--- src/rtl/picosoc_bus_fabric_pkg.sv ---
// ============================================================================
// picosoc_bus_pkg: FSM states, error codes and helpers for picosoc_bus_fabric
// Revision: 1.0
// ============================================================================
`default_nettype none

package picosoc_bus_pkg;

  typedef enum logic [1:0] {
    ST_IDLE   = 2'd0,
    ST_ACTIVE = 2'd1,
    ST_RESP   = 2'd2
  } state_t;

  localparam logic [1:0]  ERR_NONE         = 2'b00;
  localparam logic [1:0]  ERR_UNMAPPED     = 2'b01;
  localparam logic [1:0]  ERR_TIMEOUT      = 2'b10;
  localparam logic [31:0] DEFAULT_ERR_DATA = 32'hDEAD_BEEF;

  function automatic int sel_width(input int n);
    return (n > 1) ? $clog2(n) : 1;
  endfunction

endpackage

`default_nettype wire

--- src/rtl/picosoc_bus_fabric_if.sv ---
// ============================================================================
// picosoc_bus_fabric_if: CPU native bus plus broadcast peripheral channels
// Revision: 1.0
// ============================================================================
`default_nettype none

interface picosoc_bus_fabric_if #(
  parameter int NUM_SLAVES = 4
);
  logic                     mem_valid;
  logic [31:0]              mem_addr;
  logic [31:0]              mem_wdata;
  logic [3:0]               mem_wstrb;
  logic                     mem_ready;
  logic [31:0]              mem_rdata;
  logic [NUM_SLAVES-1:0]    s_valid;
  logic [31:0]              s_addr;
  logic [31:0]              s_wdata;
  logic [3:0]               s_wstrb;
  logic [NUM_SLAVES-1:0]    s_ready;
  logic [NUM_SLAVES*32-1:0] s_rdata;

  // Fabric side: target of the CPU, initiator toward the peripherals
  modport slave (
    input  mem_valid, mem_addr, mem_wdata, mem_wstrb, s_ready, s_rdata,
    output mem_ready, mem_rdata, s_valid, s_addr, s_wdata, s_wstrb
  );

  modport master (
    output mem_valid, mem_addr, mem_wdata, mem_wstrb, s_ready, s_rdata,
    input  mem_ready, mem_rdata, s_valid, s_addr, s_wdata, s_wstrb
  );
endinterface

`default_nettype wire

--- src/rtl/picosoc_bus_fabric_addr_decode.sv ---
// ============================================================================
// bus_addr_decode: combinational base/mask matcher, lowest index wins
// Revision: 1.0
// ============================================================================
`default_nettype none

module bus_addr_decode
  import picosoc_bus_pkg::*;
#(
  parameter int                      NUM_SLAVES = 4,
  parameter logic [NUM_SLAVES*32-1:0] SLAVE_BASE =
    {32'h0400_0000, 32'h0301_0000, 32'h0300_0000, 32'h0200_0000},
  parameter logic [NUM_SLAVES*32-1:0] SLAVE_MASK =
    {32'hFF00_0000, 32'hFFFF_0000, 32'hFFFF_0000, 32'hFFFF_FF00},
  localparam int                     SEL_W = sel_width(NUM_SLAVES)
) (
  input  logic [31:0]      addr_i,
  output logic             hit_o,
  output logic [SEL_W-1:0] sel_o
);

  // Scan downward so the last (lowest) matching index is the one kept
  always_comb begin
    hit_o = 1'b0;
    sel_o = '0;
    for (int i = NUM_SLAVES - 1; i >= 0; i--) begin
      if ((addr_i & SLAVE_MASK[i*32 +: 32]) == SLAVE_BASE[i*32 +: 32]) begin
        hit_o = 1'b1;
        sel_o = SEL_W'(i);
      end
    end
  end

endmodule

`default_nettype wire

--- src/rtl/picosoc_bus_fabric.sv ---
// ============================================================================
// picosoc_bus_fabric: registered N-slave decoder/response mux with timeout
// and sticky error capture. Optional counters: BUS_TXN_COUNT_EN.
// Revision: 1.0
// ============================================================================
`default_nettype none

module picosoc_bus_fabric
  import picosoc_bus_pkg::*;
#(
  parameter int                      NUM_SLAVES     = 4,
  parameter logic [NUM_SLAVES*32-1:0] SLAVE_BASE     =
    {32'h0400_0000, 32'h0301_0000, 32'h0300_0000, 32'h0200_0000},
  parameter logic [NUM_SLAVES*32-1:0] SLAVE_MASK     =
    {32'hFF00_0000, 32'hFFFF_0000, 32'hFFFF_0000, 32'hFFFF_FF00},
  parameter int                      TIMEOUT_CYCLES = 255,
  parameter logic [31:0]             ERR_DATA       = DEFAULT_ERR_DATA,
  parameter int                      CNT_W          = 16
) (
  input  logic                        clk,
  input  logic                        resetn,
  picosoc_bus_fabric_if.slave         bus,
  input  logic                        err_clr,
  output logic                        err_flag,
  output logic [1:0]                  err_code,
  output logic [31:0]                 err_addr,
  output logic [NUM_SLAVES*CNT_W-1:0] txn_count
);

  localparam int SEL_W = sel_width(NUM_SLAVES);
  localparam int TO_W  = (TIMEOUT_CYCLES > 1) ? $clog2(TIMEOUT_CYCLES) : 1;
  localparam logic [TO_W-1:0] TO_LAST =
    TO_W'((TIMEOUT_CYCLES > 0) ? TIMEOUT_CYCLES - 1 : 0);

  state_t                state_q;
  logic [SEL_W-1:0]      sel_q;
  logic [TO_W-1:0]       tmo_q;
  logic [31:0]           addr_q;
  logic [31:0]           wdata_q;
  logic [3:0]            wstrb_q;
  logic [NUM_SLAVES-1:0] s_valid_q;
  logic                  mem_ready_q;
  logic [31:0]           mem_rdata_q;
  logic                  err_flag_q;
  logic [1:0]            err_code_q;
  logic [31:0]           err_addr_q;

  logic                  dec_hit;
  logic [SEL_W-1:0]      dec_sel;
  logic [NUM_SLAVES-1:0] dec_onehot;
  logic                  sel_ready;
  logic [31:0]           sel_rdata;
  logic                  tmo_expired;
  logic [1:0]            err_new_code;
  logic [31:0]           err_new_addr;

  bus_addr_decode #(
    .NUM_SLAVES (NUM_SLAVES),
    .SLAVE_BASE (SLAVE_BASE),
    .SLAVE_MASK (SLAVE_MASK)
  ) u_decode (
    .addr_i (bus.mem_addr),
    .hit_o  (dec_hit),
    .sel_o  (dec_sel)
  );

  always_comb begin
    dec_onehot          = '0;
    dec_onehot[dec_sel] = 1'b1;
  end

  assign sel_ready   = bus.s_ready[sel_q];
  assign sel_rdata   = bus.s_rdata[sel_q*32 +: 32];
  assign tmo_expired = (TIMEOUT_CYCLES != 0) && (tmo_q == TO_LAST);

  always_comb begin
    err_new_code = ERR_NONE;
    err_new_addr = '0;
    if (state_q == ST_IDLE && bus.mem_valid && !dec_hit) begin
      err_new_code = ERR_UNMAPPED;
      err_new_addr = bus.mem_addr;
    end else if (state_q == ST_ACTIVE && !sel_ready && tmo_expired) begin
      err_new_code = ERR_TIMEOUT;
      err_new_addr = addr_q;
    end
  end

  always_ff @(posedge clk or negedge resetn) begin
    if (!resetn) begin
      state_q     <= ST_IDLE;
      sel_q       <= '0;
      tmo_q       <= '0;
      addr_q      <= '0;
      wdata_q     <= '0;
      wstrb_q     <= '0;
      s_valid_q   <= '0;
      mem_ready_q <= 1'b0;
      mem_rdata_q <= '0;
    end else begin
      mem_ready_q <= 1'b0;
      mem_rdata_q <= '0;
      case (state_q)
        ST_IDLE: begin
          if (bus.mem_valid) begin
            addr_q  <= bus.mem_addr;
            wdata_q <= bus.mem_wdata;
            wstrb_q <= bus.mem_wstrb;
            tmo_q   <= '0;
            if (dec_hit) begin
              sel_q     <= dec_sel;
              s_valid_q <= dec_onehot;
              state_q   <= ST_ACTIVE;
            end else begin
              mem_ready_q <= 1'b1;
              mem_rdata_q <= ERR_DATA;
              state_q     <= ST_RESP;
            end
          end
        end
        ST_ACTIVE: begin
          // A ready arriving on the last allowed cycle still wins over the timeout
          if (sel_ready) begin
            s_valid_q   <= '0;
            mem_ready_q <= 1'b1;
            mem_rdata_q <= sel_rdata;
            state_q     <= ST_RESP;
          end else if (tmo_expired) begin
            s_valid_q   <= '0;
            mem_ready_q <= 1'b1;
            mem_rdata_q <= ERR_DATA;
            state_q     <= ST_RESP;
          end else begin
            tmo_q <= tmo_q + 1'b1;
          end
        end
        ST_RESP: state_q <= ST_IDLE;
        default: state_q <= ST_IDLE;
      endcase
    end
  end

  always_ff @(posedge clk or negedge resetn) begin
    if (!resetn) begin
      err_flag_q <= 1'b0;
      err_code_q <= ERR_NONE;
      err_addr_q <= '0;
    end else if (err_new_code != ERR_NONE && (!err_flag_q || err_clr)) begin
      err_flag_q <= 1'b1;
      err_code_q <= err_new_code;
      err_addr_q <= err_new_addr;
    end else if (err_clr) begin
      err_flag_q <= 1'b0;
      err_code_q <= ERR_NONE;
      err_addr_q <= '0;
    end
  end

`ifdef BUS_TXN_COUNT_EN
  logic [NUM_SLAVES*CNT_W-1:0] cnt_q;

  always_ff @(posedge clk or negedge resetn) begin
    if (!resetn) begin
      cnt_q <= '0;
    end else if (err_clr) begin
      cnt_q <= '0;
    end else if (state_q == ST_ACTIVE && sel_ready) begin
      cnt_q[sel_q*CNT_W +: CNT_W] <= cnt_q[sel_q*CNT_W +: CNT_W] + 1'b1;
    end
  end

  assign txn_count = cnt_q;
`else
  assign txn_count = '0;
`endif

  assign bus.mem_ready = mem_ready_q;
  assign bus.mem_rdata = mem_rdata_q;
  assign bus.s_valid   = s_valid_q;
  assign bus.s_addr    = addr_q;
  assign bus.s_wdata   = wdata_q;
  assign bus.s_wstrb   = wstrb_q;
  assign err_flag      = err_flag_q;
  assign err_code      = err_code_q;
  assign err_addr      = err_addr_q;

endmodule

`default_nettype wire

--- src/flat_wrapper.sv ---
// flat-port wrapper written by rule: the top's interface ports become plain ports
module picosoc_bus_fabric_flat import picosoc_bus_pkg::*;
#(
  parameter int                      NUM_SLAVES     = 4,
  parameter logic [NUM_SLAVES*32-1:0] SLAVE_BASE     =
    {32'h0400_0000, 32'h0301_0000, 32'h0300_0000, 32'h0200_0000},
  parameter logic [NUM_SLAVES*32-1:0] SLAVE_MASK     =
    {32'hFF00_0000, 32'hFFFF_0000, 32'hFFFF_0000, 32'hFFFF_FF00},
  parameter int                      TIMEOUT_CYCLES = 255,
  parameter logic [31:0]             ERR_DATA       = DEFAULT_ERR_DATA,
  parameter int                      CNT_W          = 16
)
  (clk, resetn, err_clr, err_flag, err_code, err_addr, txn_count, bus_mem_valid, bus_mem_addr, bus_mem_wdata, bus_mem_wstrb, bus_s_ready, bus_s_rdata, bus_mem_ready, bus_mem_rdata, bus_s_valid, bus_s_addr, bus_s_wdata, bus_s_wstrb);
  picosoc_bus_fabric_if #(.NUM_SLAVES(NUM_SLAVES)) bus_i ();
  input  logic clk;
  input  logic resetn;
  input  logic err_clr;
  output logic err_flag;
  output logic [1:0] err_code;
  output logic [31:0] err_addr;
  output logic [NUM_SLAVES*CNT_W-1:0] txn_count;
  input wire logic [$bits(bus_i.mem_valid)-1:0] bus_mem_valid;
  input wire logic [$bits(bus_i.mem_addr)-1:0] bus_mem_addr;
  input wire logic [$bits(bus_i.mem_wdata)-1:0] bus_mem_wdata;
  input wire logic [$bits(bus_i.mem_wstrb)-1:0] bus_mem_wstrb;
  input wire logic [$bits(bus_i.s_ready)-1:0] bus_s_ready;
  input wire logic [$bits(bus_i.s_rdata)-1:0] bus_s_rdata;
  output wire logic [$bits(bus_i.mem_ready)-1:0] bus_mem_ready;
  output wire logic [$bits(bus_i.mem_rdata)-1:0] bus_mem_rdata;
  output wire logic [$bits(bus_i.s_valid)-1:0] bus_s_valid;
  output wire logic [$bits(bus_i.s_addr)-1:0] bus_s_addr;
  output wire logic [$bits(bus_i.s_wdata)-1:0] bus_s_wdata;
  output wire logic [$bits(bus_i.s_wstrb)-1:0] bus_s_wstrb;
  assign bus_i.mem_valid = bus_mem_valid;
  assign bus_i.mem_addr = bus_mem_addr;
  assign bus_i.mem_wdata = bus_mem_wdata;
  assign bus_i.mem_wstrb = bus_mem_wstrb;
  assign bus_i.s_ready = bus_s_ready;
  assign bus_i.s_rdata = bus_s_rdata;
  assign bus_mem_ready = bus_i.mem_ready;
  assign bus_mem_rdata = bus_i.mem_rdata;
  assign bus_s_valid = bus_i.s_valid;
  assign bus_s_addr = bus_i.s_addr;
  assign bus_s_wdata = bus_i.s_wdata;
  assign bus_s_wstrb = bus_i.s_wstrb;
  picosoc_bus_fabric #(.NUM_SLAVES(NUM_SLAVES), .SLAVE_BASE(SLAVE_BASE), .SLAVE_MASK(SLAVE_MASK), .TIMEOUT_CYCLES(TIMEOUT_CYCLES), .ERR_DATA(ERR_DATA), .CNT_W(CNT_W)) u_core (.clk(clk), .resetn(resetn), .bus(bus_i), .err_clr(err_clr), .err_flag(err_flag), .err_code(err_code), .err_addr(err_addr), .txn_count(txn_count));
endmodule
--- config.mk ---
export PLATFORM = sky130hd
export DESIGN_NAME = picosoc_bus_fabric_flat
export DESIGN_NICKNAME = d
export VERILOG_FILES = /design/src/rtl/picosoc_bus_fabric_pkg.sv /design/src/rtl/picosoc_bus_fabric_if.sv /design/src/rtl/picosoc_bus_fabric_addr_decode.sv /design/src/rtl/picosoc_bus_fabric.sv /design/src/flat_wrapper.sv
export SDC_FILE = /design/constraint.sdc
export NUM_CORES = 1
export LEC_CHECK = 0
export ABC_CLOCK_PERIOD_IN_PS = 2600
export CORE_AREA = 3 3 158 160
export CTS_BUF_LIST = sky130_fd_sc_hd__clkbuf_8
export DETAILED_ROUTE_END_ITERATION = 6
export DIE_AREA = 0 0 161 163
export DONT_BUFFER_PORTS = 1
export GPL_ROUTABILITY_DRIVEN = 1
export PLACE_DENSITY = 0.55
export SYNTH_ARGS = -nofsm -noshare
export SYNTH_HDL_FRONTEND = slang
export SYNTH_HIERARCHICAL = 1
export SYNTH_SLANG_ARGS = --single-unit
export TNS_END_PERCENT = 5
--- constraint.sdc ---
create_clock -name clk -period 2.6 [get_ports clk]
set_input_delay 0.78 -clock clk [delete_from_list [all_inputs] [get_ports clk]]
set_output_delay 0.78 -clock clk [all_outputs]
set_load 0.02 [all_outputs]
# == After elaboration in Yosys (flattened, before gate mapping) ==
# Index checks and enable logic that the tools add are counted.
# word_totals
latchBits,0
output_inout_bits,204
regBits,152
romBits,0
wordCells,93
memories,0
mem_bits_rw,0
# op_classes
div,0
n_mul,0
n_eq_ne,11
muxes,46
n_shift,1
addsub,1
bitwise_logic,0
magnitude_cmp,3
reduce_logical,19
# op_table
operator,count
32-bit 2-to-1 mux,8
128-bit by 8-bit variable part select with 32-bit output,1
32-bit one-hot mux with 2 select lines,1
"16-bit by 10-bit == test with 1-bit output, second input constant",2
"24-bit by 18-bit == test with 1-bit output, second input constant",1
2-bit 2-to-1 mux,12
8-bit 2-to-1 mux,3
4-bit 2-to-1 mux,4
8-bit one-hot mux with 2 select lines,1
1-bit 2-to-1 mux,12
"8-bit by 1-bit adder with 8-bit output, second input constant",1
"8-bit by 3-bit == test with 1-bit output, second input constant",1
"8-bit == test, second input constant",1
4-bit one-hot mux with 2 select lines,1
4-bit AND reduction,2
1-bit logical AND,6
"2-bit by 3-bit less-than comparator with 1-bit output, second input constant",2
"2-bit != test, second input constant",3
2-bit nonzero test,3
2-bit one-hot mux with 2 select lines,1
2-bit AND reduction,2
1-bit zero test,3
"3-bit by 1-bit != test with 1-bit output, second input constant",1
3-bit AND reduction,1
other kinds (8),8

# == Depth between registers and ports, before layout ==
# Gate-level depths: netlist (run 1).
# logic_depth
depth_word,12
mapped_depth,7

# == By module ==
# The synthesis (run 1) kept the hierarchy.
# by_module_without_submodules
module,cells_each,n_inst,area_each_um2,seq_area_each_um2
picosoc_bus_fabric,669,1,7249.5,3803.6
bus_addr_decode,20,1,117.6,0.0

# == Worst setup path after synthesis (run 1) ==
# No wires, ideal clock.
# synth_timing
kind,input to register
from,input port bus_mem_addr[25]
to,register u_core.err_addr_q[23] (netlist: u_core/err_addr[23])
t_required_ps,2474
setup_slack_ps,-124
cell_stages,7
setup_time_ps,126
arrival_time_ps,2598
n_path_buf,1
cell_sequence,or3b_1 or4b_1 o31ai_1 nor3_2 clkbuf_1 and2_1 a221o_1
# synth_via
elab_chain_len,11
elab_cells_between_ends,16
classes_between,eq/ne: 4; mux: 7; reduce/logical: 5
# synth_rtl
element,line_no,source
start: declaration,flat_wrapper.sv:23,input wire logic [$bits(bus_i.mem_addr)-1:0] bus_mem_addr;
8-bit by 3-bit == test with 1-bit output,picosoc_bus_fabric_addr_decode.sv:27,if ((addr_i & SLAVE_MASK[i*32 +: 32]) == SLAVE_BASE[i*32 +: 32]) begin
1-bit 2-to-1 mux (3 in a row),picosoc_bus_fabric_addr_decode.sv:27,
1-bit 2-to-1 mux *,picosoc_bus_fabric_addr_decode.sv:27,
net u_core.dec_hit,picosoc_bus_fabric.sv:48,logic dec_hit;
1-bit zero test *,picosoc_bus_fabric.sv:79,if (state_q == ST_IDLE && bus.mem_valid && !dec_hit) begin
1-bit logical AND *,picosoc_bus_fabric.sv:79,
2-bit 2-to-1 mux,picosoc_bus_fabric.sv:79,
2-bit nonzero test,picosoc_bus_fabric.sv:147,end else if (err_new_code != ERR_NONE && (!err_flag_q || err_clr)) begin
1-bit logical AND,picosoc_bus_fabric.sv:147,
32-bit 2-to-1 mux or 2-bit nonzero test (tied branches),--,
end signal: assignment,picosoc_bus_fabric.sv:150,err_addr_q <= err_new_addr;
end: declaration,picosoc_bus_fabric.sv:46,logic [31:0] err_addr_q;
# Mark *: on every way through the listed nets, which the timed path passes. The rest lies on a longest branch.
# A chain may end at the register's enable or synchronous reset.

# == Final worst setup path (run 1) ==
# layout_timing
from,input port bus_mem_addr[25]
to,register u_core.s_valid_q[0] (netlist: u_core/bus.s_valid[0])
# layout_via
elab_cells_between_ends,22
classes_between,order compare: 2; eq/ne: 5; mux: 13; reduce/logical: 2
# layout_rtl
element,line_no,source
8-bit by 3-bit == test with 1-bit output,picosoc_bus_fabric_addr_decode.sv:27,
1-bit 2-to-1 mux (3 in a row),picosoc_bus_fabric_addr_decode.sv:27,
1-bit 2-to-1 mux *,picosoc_bus_fabric_addr_decode.sv:27,
net u_core.dec_hit,picosoc_bus_fabric.sv:48,
2-bit by 1-bit != test with 1-bit output (no source line) *,--,
4-bit AND reduction (no source line) *,--,
end signal: assignment,picosoc_bus_fabric.sv:111,s_valid_q <= dec_onehot;
end: declaration,picosoc_bus_fabric.sv:41,logic [NUM_SLAVES-1:0] s_valid_q;
# Mark *: on every way through the listed nets, which the timed path passes. The rest lies on a longest branch. The select of a mux whose other input is x is not followed.

==> metrics.md, run 1 <==
| Metric | Value |
|---|---|
| Status | completed |
| Ant. Diodes | 0 |
| Post-synth EDFFs | 0 |
| Die area | 0.0262 mm² |
| Pwr dens | 1140 mW/mm² |
| WL/cell | 20.9 µm |
| Core Util, Final | 0.339 |
| Largest cells by area after synthesis | dfrtp_1 (52%), nand2_1 (11%), mux4_2 (10%), buf_4 (6.5%), a221o_1 (4.3%) |
| Yosys top cell by area | dfrtp_1 |
| Count of final hold-check violations | 0 |
| Synthesized area | 0.00737 mm² |
| Worst slack, placed | -0.119 ns |
| Count of TritonRoute iterations in the first routing pass | 6 |
| Worst skew pair latency | 0.44 ns |
| Final period utilization | 0.880 |
| Clk pwr share | 0.202 |
| Final TNS setup | 0 ns |
| Hold Slack | 0.0161 ns |
| TritonCTS clock tree | done |
| Design Power | 9.07 mW |
| CTS sink cnt | 152 |
| Crit path from | bus_mem_addr[25] |
| Die Y | 163 µm |
| Clk buf depth | 2 |
| GPL Wtd Cong | 0.774 |
| Startpoint Class | input port |
| Min Tclk post-route | 2.29 ns |
| CTS Buf Count | 17 |
| Clock skew | 0.0154 ns |
| Non-filler cells, final | 1,016 |
| Effective utilization at floorplan | 0.313 |
| Share of cells above drive strength 1 | 0.138 |
| CP Cell Sequence | or3b_1 > or4b_4 > o31ai_4 > a21oi_1 > or3_4 > nor3_1 > a21o_1 |
| Leak Pwr | 3.75 nW |
| Residual antenna-violating net count after detailed routing | 0 |
| RSZ-0062 raised after global routing | no |
| Max-cap violations | 0 |
| Most frequent cell after synthesis | nand2_1 |
| Largest delay contributor family on the critical path | simple AND/OR/NAND/NOR gates |
| Routed WL | 21,300 µm |
| Number of global-route vias before repair | 5,074 |
| Combinational Power Share | 0.218 |
| Mean Syn Cell Area | 10.7 µm² |
| CTS clk-pin slew, worst paths | 0.10 ns |
| Flop pwr share | 0.580 |
| H-tree Lvls | 4 |
| CP Max Fanout | 5 |
| Worst reg2reg path startpoint | u_core/state_q[1] |
| Net Switching | 4.17 mW |
| Mapped Cells | 689 |
| Synth async-reset ratio | 1.00 |
| Endpoint type of the worst setup path | register |
| Vias post-DR | 4,880 |
| PortBufs | 0 |
| Tot GR Track Use | 0.155 |
| Pint | 4.91 mW |
| Nets | 890 |
| Sw Ratio | 0.459 |
| Max incr delay on CP | 0.54 ns |
| Fmax | 437 MHz |
| Row count | 56 |
| Slew margin rel. | 0.297 |
| Top post-synthesis cells by count | nand2_1 (219), dfrtp_1 (152), buf_4 (64) |
| CP Data Arrival Time | 2.67 ns |
| Placed inst area | 0.00758 mm² |
| Total core area | 0.0235 mm² |
| Final setup viols | 0 |
| Hpwl dp | 15,700 µm |
| Clk root buf | clkbuf_8 |
| DR iter-0 viols | 314 |
| Final Slew Violations | 0 |
| Detailed-route DRC error count | 0 |
| Netlist cell types | 48 |
| Max IR drop VDD | 0.365 mV |
| First-pass GRT wire length | 31,100 µm |
| R2R depth | 4 |
| Synth top area share | 0.516 |
| Slowest cell on the critical path | or4b_4 |
| Critical path class | in2reg |
| Tightest Pin Transition | 1.05 ns |
| PnR worst setup slack | 0.313 ns |
| Post-route design area | 0.00797 mm² |
| Worst reg-to-reg setup slack | 0.38 ns |
| I/O Pins | 408 |
| R2r endpoint | u_core/err_code[1] |
| GR Overflow Total | 0 |
| Inst Count DP | 984 |
| Die W | 161 µm |
| Yosys Warn Count | 6 |
| Area Overhead vs Synth | 8.24% |
| Synthesis-stage register bit count | 152 |
| Largest net degree at the start of global routing | 153 |
| WP data required | 2.98 ns |
| CP Buf/Inv Count | 0 |
| Worst Hold Class | in2async |
| Sequential fraction of the synthesis area | 0.516 |
| Detailed-route vias per instance | 4.80 |
| Prevailing post-synth register cell | dfrtp_1 |
| Initial antenna violation count | 1 |
-- cells in the final DEF, fill, tap and decap left out, types with 2 or more instances in the layout --
cell / n
nor2_1: 8
conb_1: 64
mux4_2: 33
o21a_1: 24
and3_1: 9
o21ai_1: 3
a21oi_1: 7
nand4_1: 4
o41ai_1: 2
nand3_1: 5
ha_1: 2
nor3_1: 5
or3_1: 2
or4_1: 2
nand2_1: 219
buf_4: 14
nor3b_1: 2
mux2i_1: 3
inv_1: 2
a221o_1: 32
clkbuf_8: 17
nor2b_1: 2
buf_12: 5
o211ai_1: 2
nor4_1: 2
clkinvlp_4: 3
nor3_4: 2
inv_8: 3
and2_1: 34
inv_6: 5
dfrtp_1: 151
-- layout make-up --
class	instances	area, µm²
Multi-Input combinational cell	492	3160
Fill cell	2425	15600
Sequential cell	152	3800
Inverter	2	7.51
Clock inverter	15	160
Timing Repair Buffer	19	205
Tap cell	319	399
Clock buffer	17	234
-- layer usage --
| layer | part of all wire | vias to the layer above | wire [µm] | GRT usage |
|---|---|---|---|---|
| li1 | - | 2240 | - | - |
| met4 | 0.0066 | 2 | 141 | 0.0309 |
| met5 | 0.00033 | - | 7 | 0 |
| met2 | 0.50 | 252 | 10600 | 0.259 |
| met3 | 0.11 | 12 | 2330 | 0.0707 |
| met1 | 0.39 | 2374 | 8220 | 0.185 |
-- registers in the layout, summed over array words and instances (netlist names) --
name and count:
u_core/bus.mem_rdata 32, u_core/bus.mem_ready 1, u_core/bus.s_addr 32, u_core/bus.s_valid 4, u_core/bus.s_wdata 32, u_core/bus.s_wstrb 4, u_core/err_addr 32, u_core/err_code 2
u_core/err_flag 1, u_core/sel_q 2, u_core/state_q 2, u_core/tmo_q 8
-- power groups by stage --
| stage | Combinational, mW | Clock [mW] | Sequential [mW] |
|---|---|---|---|
| after CTS | 2.01 | 1.92 | 5.30 |
| after global placement | 1.96 | 0 | 5.34 |
| after floorplan | 1.63 | 0 | 4.98 |
| after global routing | 2.25 | 2.02 | 5.39 |
| after detailed placement | 2.01 | 0 | 5.33 |
| final | 1.98 | 1.83 | 5.27 |
-- logic make-up after synthesis --
family                   share of synthesized area
AND/OR/NAND/NOR                              0.187
flip-flops                                   0.516
buffers and inverters                       0.0936
AO/OA/AOI/OAI                               0.0944
multiplexers                                 0.105
adder cells (fa/ha/maj)                    0.00340
other                                     0.000509
-- how the worst max path moves through the flow --
stage,endpoint,slack (ns),cells after the start
3_5_place_dp,u_core/bus.s_valid[0],-0.12,7
2_1_floorplan,u_core/bus.s_valid[0],-0.007,7
5_1_grt,u_core/err_code[1],0.16,4
4_1_cts,u_core/err_code[1],0.32,4
3_3_place_gp,u_core/bus.s_valid[0],-0.06,7
6_report,u_core/bus.s_valid[0],0.31,7
-- timing repair --
action / in CTS / in global routing
buffers inserted: 0 / 0
resized for setup: 0 / 0
endpoints found under the hold margin: 144 / 149
Note: power is estimated with default switching activity, not from simulation.
==> inputs of run 2 (changes only) <==
- GPL_TIMING_DRIVEN: not set -> 0
==> run 2 against run 1 <==
Sequential power about the same. Wire length increased by 7.8%. Setup slack got worse by 0.16 ns. Largest power group unchanged. Highest routed layer unchanged.
==> metrics.md, run 2 (synthesized netlist as in run 1, its figures left out) <==
| Metric | Value |
|---|---|
| Status | completed (unchanged) |
| Worst skew pair latency | 0.45 ns (was 0.44 ns) |
| Die Y | 163 µm (unchanged) |
| Hold Slack | 0.00677 ns (was 0.0161 ns) |
| I/O Pins | 408 (unchanged) |
| Filler Cell Count | 2,403 (was 2,425) |
| Final period utilization | 0.943 (was 0.880) |
| Final TNS setup | 0 ns (unchanged) |
| Most common cell after layout, fill and taps aside | nand2_1 (unchanged) |
| Detailed-route DRC error count | 0 (unchanged) |
| H-tree Lvls | 4 (unchanged) |
| Post-route design area | 0.00848 mm² (was 0.00797 mm²) |
| Endpoint type of the worst setup path | register (unchanged) |
| Worst slack, placed | -0.475 ns (was -0.119 ns) |
| Hpwl dp | 17,700 µm (was 15,700 µm) |
| Worst reg-to-reg setup slack | 0.27 ns (was 0.38 ns) |
| Max IR drop VDD | 0.420 mV (was 0.365 mV) |
| PortBufs | 0 (unchanged) |
| Most frequent cells in the layout | nand2_1 (219), dfrtp_1 (152), buf_4 (64), conb_1 (64), and2_1 (34) (was nand2_1 (219), dfrtp_1 (151), conb_1 (64)) |
| Tightest Pin Transition | 0.809 ns (was 1.05 ns) |
| Clk buf depth | 2 (unchanged) |
| PnR worst setup slack | 0.148 ns (was 0.313 ns) |
| Number of global-route vias before repair | 5,354 (was 5,074) |
| Post-CTS Setup Inserts | 0 (unchanged) |
| Effective utilization at floorplan | 0.313 (unchanged) |
| TritonCTS clock tree | done (unchanged) |
| RSZ-0062 raised after global routing | no (unchanged) |
| Area of the multi-input gates | 0.00315 mm² (was 0.00316 mm²) |
| Startpoint Class | input port (unchanged) |
| Fmax | 408 MHz (was 437 MHz) |
| Final Slew Violations | 0 (unchanged) |
| Tot GR Track Use | 0.170 (was 0.155) |
| Detailed-route vias per instance | 4.76 (was 4.80) |
| Critical path class | in2reg (unchanged) |
| Largest net degree at the start of global routing | 153 (unchanged) |
| GR Overflow Total | 0 (unchanged) |
| WL/cell | 20.8 µm (was 20.9 µm) |
| Placed inst area | 0.00803 mm² (was 0.00758 mm²) |
| Routed WL | 22,900 µm (was 21,300 µm) |
| Clk root buf | clkbuf_8 (unchanged) |
| Die area | 0.0262 mm² (unchanged) |
| Nets | 977 (was 890) |
| R2r endpoint | u_core/err_addr[28] (was u_core/err_code[1]) |
| Sequential cell area | 0.00380 mm² (about the same) |
| Max-cap violations | 0 (unchanged) |
| Leak Pwr | 4.09 nW (was 3.75 nW) |
| Pwr dens | 1110 mW/mm² (was 1140 mW/mm²) |
| Worst Hold Class | in2async (unchanged) |
| Total core area | 0.0235 mm² (unchanged) |
| R2R depth | 6 (was 4) |
| CTS Buf Count | 17 (unchanged) |
| Share of cells above drive strength 1 | 0.191 (was 0.138) |
| Row count | 56 (unchanged) |
| WP data required | 2.94 ns (was 2.98 ns) |
| Min Tclk post-route | 2.45 ns (was 2.29 ns) |
| CP Data Arrival Time | 2.79 ns (was 2.67 ns) |
| CTS clk-pin slew, worst paths | 0.10 ns (about the same) |
| Final setup viols | 0 (unchanged) |
| Area Overhead vs Synth | 15.1% (was 8.24%) |
| Die W | 161 µm (unchanged) |
| Ant. Diodes | 0 (unchanged) |
| Slew margin rel. | 0.461 (was 0.297) |
| Residual antenna-violating net count after detailed routing | 0 (unchanged) |
| Count of final hold-check violations | 0 (unchanged) |
| Initial antenna violation count | 1 (unchanged) |
| Worst reg2reg path startpoint | u_core/sel_q[1] (was u_core/state_q[1]) |
| Vias post-DR | 5,253 (was 4,880) |
| DR iter-0 viols | 373 (was 314) |
| Clock skew | 0.0153 ns (was 0.0154 ns) |
| CP Max Fanout | 10 (was 5) |
| Core Util, Final | 0.360 (was 0.339) |
| Count of TritonRoute iterations in the first routing pass | 4 (was 6) |
| First-pass GRT wire length | 33,900 µm (was 31,100 µm) |
| CTS sink cnt | 152 (unchanged) |
| GPL Wtd Cong | 0.798 (was 0.774) |
==> run 2: cell types whose count changed in the layout (fill, tap and decap cells not counted), sizes merged <==
cell / delta
buf: +58
clkbuf: +29
bufinv: +2
clkinv: -1
clkinvlp: -1
==> run 2: power breakdown <==
part	switching, mW	total (mW)	internal (mW)
logic	1.23	2.07	0.841
clock network	1.04	2.03	0.991
registers	1.99	5.28	3.29
total	4.26	9.38	5.12
==> run 2: cell type report <==
class / count / area share
inverters: 2 / 0.000885
well taps: 319 / 0.0471
plain buffers: 106 / 0.0807
clock buffers: 17 / 0.0276
clock inverters: 15 / 0.0242
flip-flops and latches: 152 / 0.449
multi-input cells: 492 / 0.371
==> run 2: metal layers <==
metal	up-vias	part of all wire	global-route usage
li1	2407	-	-
met4	2	0.016	0.0461
met1	2549	0.39	0.204
met2	272	0.49	0.282
met3	23	0.11	0.0715
met5	-	0.00031	0
==> run 2: stage by stage <==
stage,instances,power (mW)
2_1_floorplan,752,6.61
3_3_place_gp,1071,7.40
3_5_place_dp,1071,7.44
4_1_cts,1103,9.52
5_1_grt,1103,10.0
6_report,1103,9.38
==> run 2: timing repair <==
action / 4_1_cts / 5_1_grt
resized for setup: 0 / 4
setup endpoints to repair: 0 / 52
hold endpoints to repair: 129 / 135
==> run 2: worst max-delay path: stages <==
cell	delay, ns
or3b_1	0.41
or4b_4	0.54
o31ai_4	0.13
nor3_2	0.18
clkbuf_1	0.26
and2_1	0.22
a221o_1	0.25
==> run 2: worst max path at each step <==
stage | startpoint | endpoint | slack, ns | cells past startpoint
after floorplan | bus_mem_addr[25] | u_core/bus.s_valid[0] | -0.007 | 7
final | bus_mem_addr[25] | u_core/err_addr[6] | 0.15 | 7
after CTS | bus_mem_addr[22] | u_core/bus.mem_rdata[23] | 0.03 | 6
after global routing | bus_mem_addr[22] | u_core/err_addr[9] | 0.02 | 7
after global placement | bus_mem_addr[22] | u_core/bus.mem_rdata[23] | -0.50 | 6
after detailed placement | bus_mem_addr[22] | u_core/bus.mem_rdata[2] | -0.47 | 6
==> inputs of run 3 (changes only) <==
- HOLD_SLACK_MARGIN: not set -> 0.03
- PLACE_DENSITY: 0.55 -> not set
- SKIP_CTS_REPAIR_TIMING: not set -> 1
==> run 3 against run 2 <==
Final cell count barely moved. Largest cell class unchanged. Sequential share of layout area rose by 0.13 points. Die area unchanged. Critical path type unchanged. Design area decreased by 0.30%. First-iteration DRC count shrank 24%. Clock power down 4%. Highest routed layer is now met4. Global-route usage grew 0.42 points. Non-clock buffer count did not move. Register-to-register slack got worse by 0.06 ns. Maximum frequency fell by 0.41%. Clock skew down 0.0010 ns. Count of clock-buffer cells in the layout unchanged.
==> metrics.md, run 3 (synthesized netlist as in run 1, its figures left out) <==
| Metric | Value |
|---|---|
| Status | completed (unchanged) |
| Final period utilization | 0.947 (was 0.943) |
| Met3 Wirelength | 2880 µm (was 2500 µm) |
| WL met2 | 11,300 µm (was 11,200 µm) |
| I/O Pins | 408 (unchanged) |
| WP data required | 2.92 ns (was 2.94 ns) |
| Area of the multi-input gates | 0.00315 mm² (unchanged) |
| Clk buf depth | 2 (unchanged) |
| Max IR drop VDD | 0.403 mV (was 0.420 mV) |
| Worst slack, placed | -0.423 ns (was -0.475 ns) |
| CP Data Arrival Time | 2.78 ns (was 2.79 ns) |
| Residual antenna-violating net count after detailed routing | 0 (unchanged) |
| Design Power | 9.31 mW (was 9.38 mW) |
| Hpwl dp | 18,000 µm (was 17,700 µm) |
| Final Slew Violations | 0 (unchanged) |
| TritonCTS clock tree | done (unchanged) |
| Count of TritonRoute iterations in the first routing pass | 5 (was 4) |
| Vias post-DR | 5,231 (was 5,253) |
| Detailed-route DRC error count | 0 (unchanged) |
| Clk root buf | clkbuf_8 (unchanged) |
| PnR worst setup slack | 0.138 ns (was 0.148 ns) |
| Fmax | 406 MHz (was 408 MHz) |
| Placed inst area | 0.00803 mm² (unchanged) |
| DR iter-0 viols | 285 (was 373) |
| CTS sink cnt | 152 (unchanged) |
| Pwr dens | 1100 mW/mm² (was 1110 mW/mm²) |
| Row count | 56 (unchanged) |
| Critical path class | in2reg (unchanged) |
| Nets | 977 (unchanged) |
| Die Y | 163 µm (unchanged) |
| CP Max Fanout | 10 (unchanged) |
| H-tree Lvls | 4 (unchanged) |
| Filler Cell Count | 2,412 (was 2,403) |
| Effective utilization at floorplan | 0.313 (unchanged) |
| Routed WL | 23,300 µm (was 22,900 µm) |
| Most common cell after layout, fill and taps aside | nand2_1 (unchanged) |
| Number of global-route vias before repair | 5,419 (was 5,354) |
| RSZ-0062 raised after global routing | yes (was no) |
| Routed metal-1 wirelength | 8560 µm (was 8890 µm) |
| First-pass GRT wire length | 34,700 µm (was 33,900 µm) |
| Endpoint type of the worst setup path | register (unchanged) |
| CTS Buf Count | 17 (unchanged) |
| Final setup viols | 0 (unchanged) |
| Tot GR Track Use | 0.174 (was 0.170) |
| Min Tclk post-route | 2.46 ns (was 2.45 ns) |
| Post-route design area | 0.00845 mm² (was 0.00848 mm²) |
| Inst Count DP | 1,071 (unchanged) |
| Total core area | 0.0235 mm² (unchanged) |
| Leak Pwr | 4.08 nW (was 4.09 nW) |
| Count of final hold-check violations | 0 (unchanged) |
| Final TNS setup | 0 ns (unchanged) |
| Area Overhead vs Synth | 14.8% (was 15.1%) |
| GR Overflow Total | 0 (unchanged) |
| Share of cells above drive strength 1 | 0.190 (was 0.191) |
| Sequential cell area | 0.00380 mm² (unchanged) |
| Non-filler cells, final | 1,104 (was 1,103) |
| Worst skew pair latency | 0.44 ns (was 0.45 ns) |
| Tightest Pin Transition | 0.882 ns (was 0.809 ns) |
| Most frequent cells in the layout | nand2_1 (219), dfrtp_1 (152), buf_4 (64), conb_1 (64), and2_1 (34) (unchanged) |
| Slew margin rel. | 0.412 (was 0.461) |
| Largest net degree at the start of global routing | 153 (unchanged) |
| Die W | 161 µm (unchanged) |
| DR top layer | met4 (was met5) |
| Die area | 0.0262 mm² (unchanged) |
| Startpoint Class | input port (unchanged) |
| GPL Wtd Cong | 0.869 (was 0.798) |
| CTS clk-pin slew, worst paths | 0.10 ns (about the same) |
| Detailed-route vias per instance | 4.74 (was 4.76) |
| WL/cell | 21.1 µm (was 20.8 µm) |
| PortBufs | 0 (unchanged) |
| Max-cap violations | 0 (unchanged) |
| Initial antenna violation count | 1 (unchanged) |
| Clock skew | 0.0143 ns (was 0.0153 ns) |
| Worst Hold Class | in2async (unchanged) |
## run 3: changes by cell type in the layout (fill, tap and decap cells not counted)
cell,previous run,this run
diode_2,0,1
clkinv_8,1,0
clkbuf_1,27,28
clkbuf_2,2,1
inv_6,6,7
inv_8,2,3
bufinv_16,3,2
## run 3: area by class of cell
type,count,area share
Antenna cell,1,0.000296
Buffer,106,0.0808
Clock buffer,17,0.0277
Clock inverter,15,0.0212
Inverter,2,0.000888
Multi-Input combinational cell,492,0.372
Sequential cell,152,0.450
Tap cell,319,0.0472
## run 3: per-layer routing
layer,up-vias,track usage
li1,2411,-
met1,2545,0.197
met2,252,0.284
met3,23,0.0905
met4,0,0.0594
met5,-,0
## run 3: report_power, final
part / internal, mW / switching, mW
registers: 3.29 / 1.99
logic: 0.840 / 1.24
clock network: 0.897 / 1.05
## run 3: worst paths after layout
check,from,endpoint,slack [ns],depth (start not counted)
hold reg to reg,u_core/tmo_q[4],u_core/tmo_q[4],0.51,1
setup reg to reg,u_core/sel_q[1],u_core/bus.mem_rdata[13],0.21,6
min in group clk,bus_mem_addr[23],u_core/bus.s_addr[23],0.43,2
hold / removal,resetn,u_core/err_addr[14],0.01,0
max in group asynchronous,resetn,u_core/bus.s_wdata[20],2.41,0
setup / recovery,bus_mem_addr[25],u_core/err_addr[10],0.14,7
## run 3: stage by stage
step	util	hold slack, ns
after floorplan	-	0.464
after global placement	0.341	0.488
after detailed placement	0.341	0.488
after CTS	0.358	-0.0307
after global routing	0.359	-0.0501
final	0.359	0.0128
## run 3: worst max-delay path, cell delays in order
cell and delay, ns:
or3b_1 0.41, or4b_4 0.54, o31ai_4 0.13, nor3_2 0.18, clkbuf_1 0.26, and2_1 0.21, a221o_1 0.26
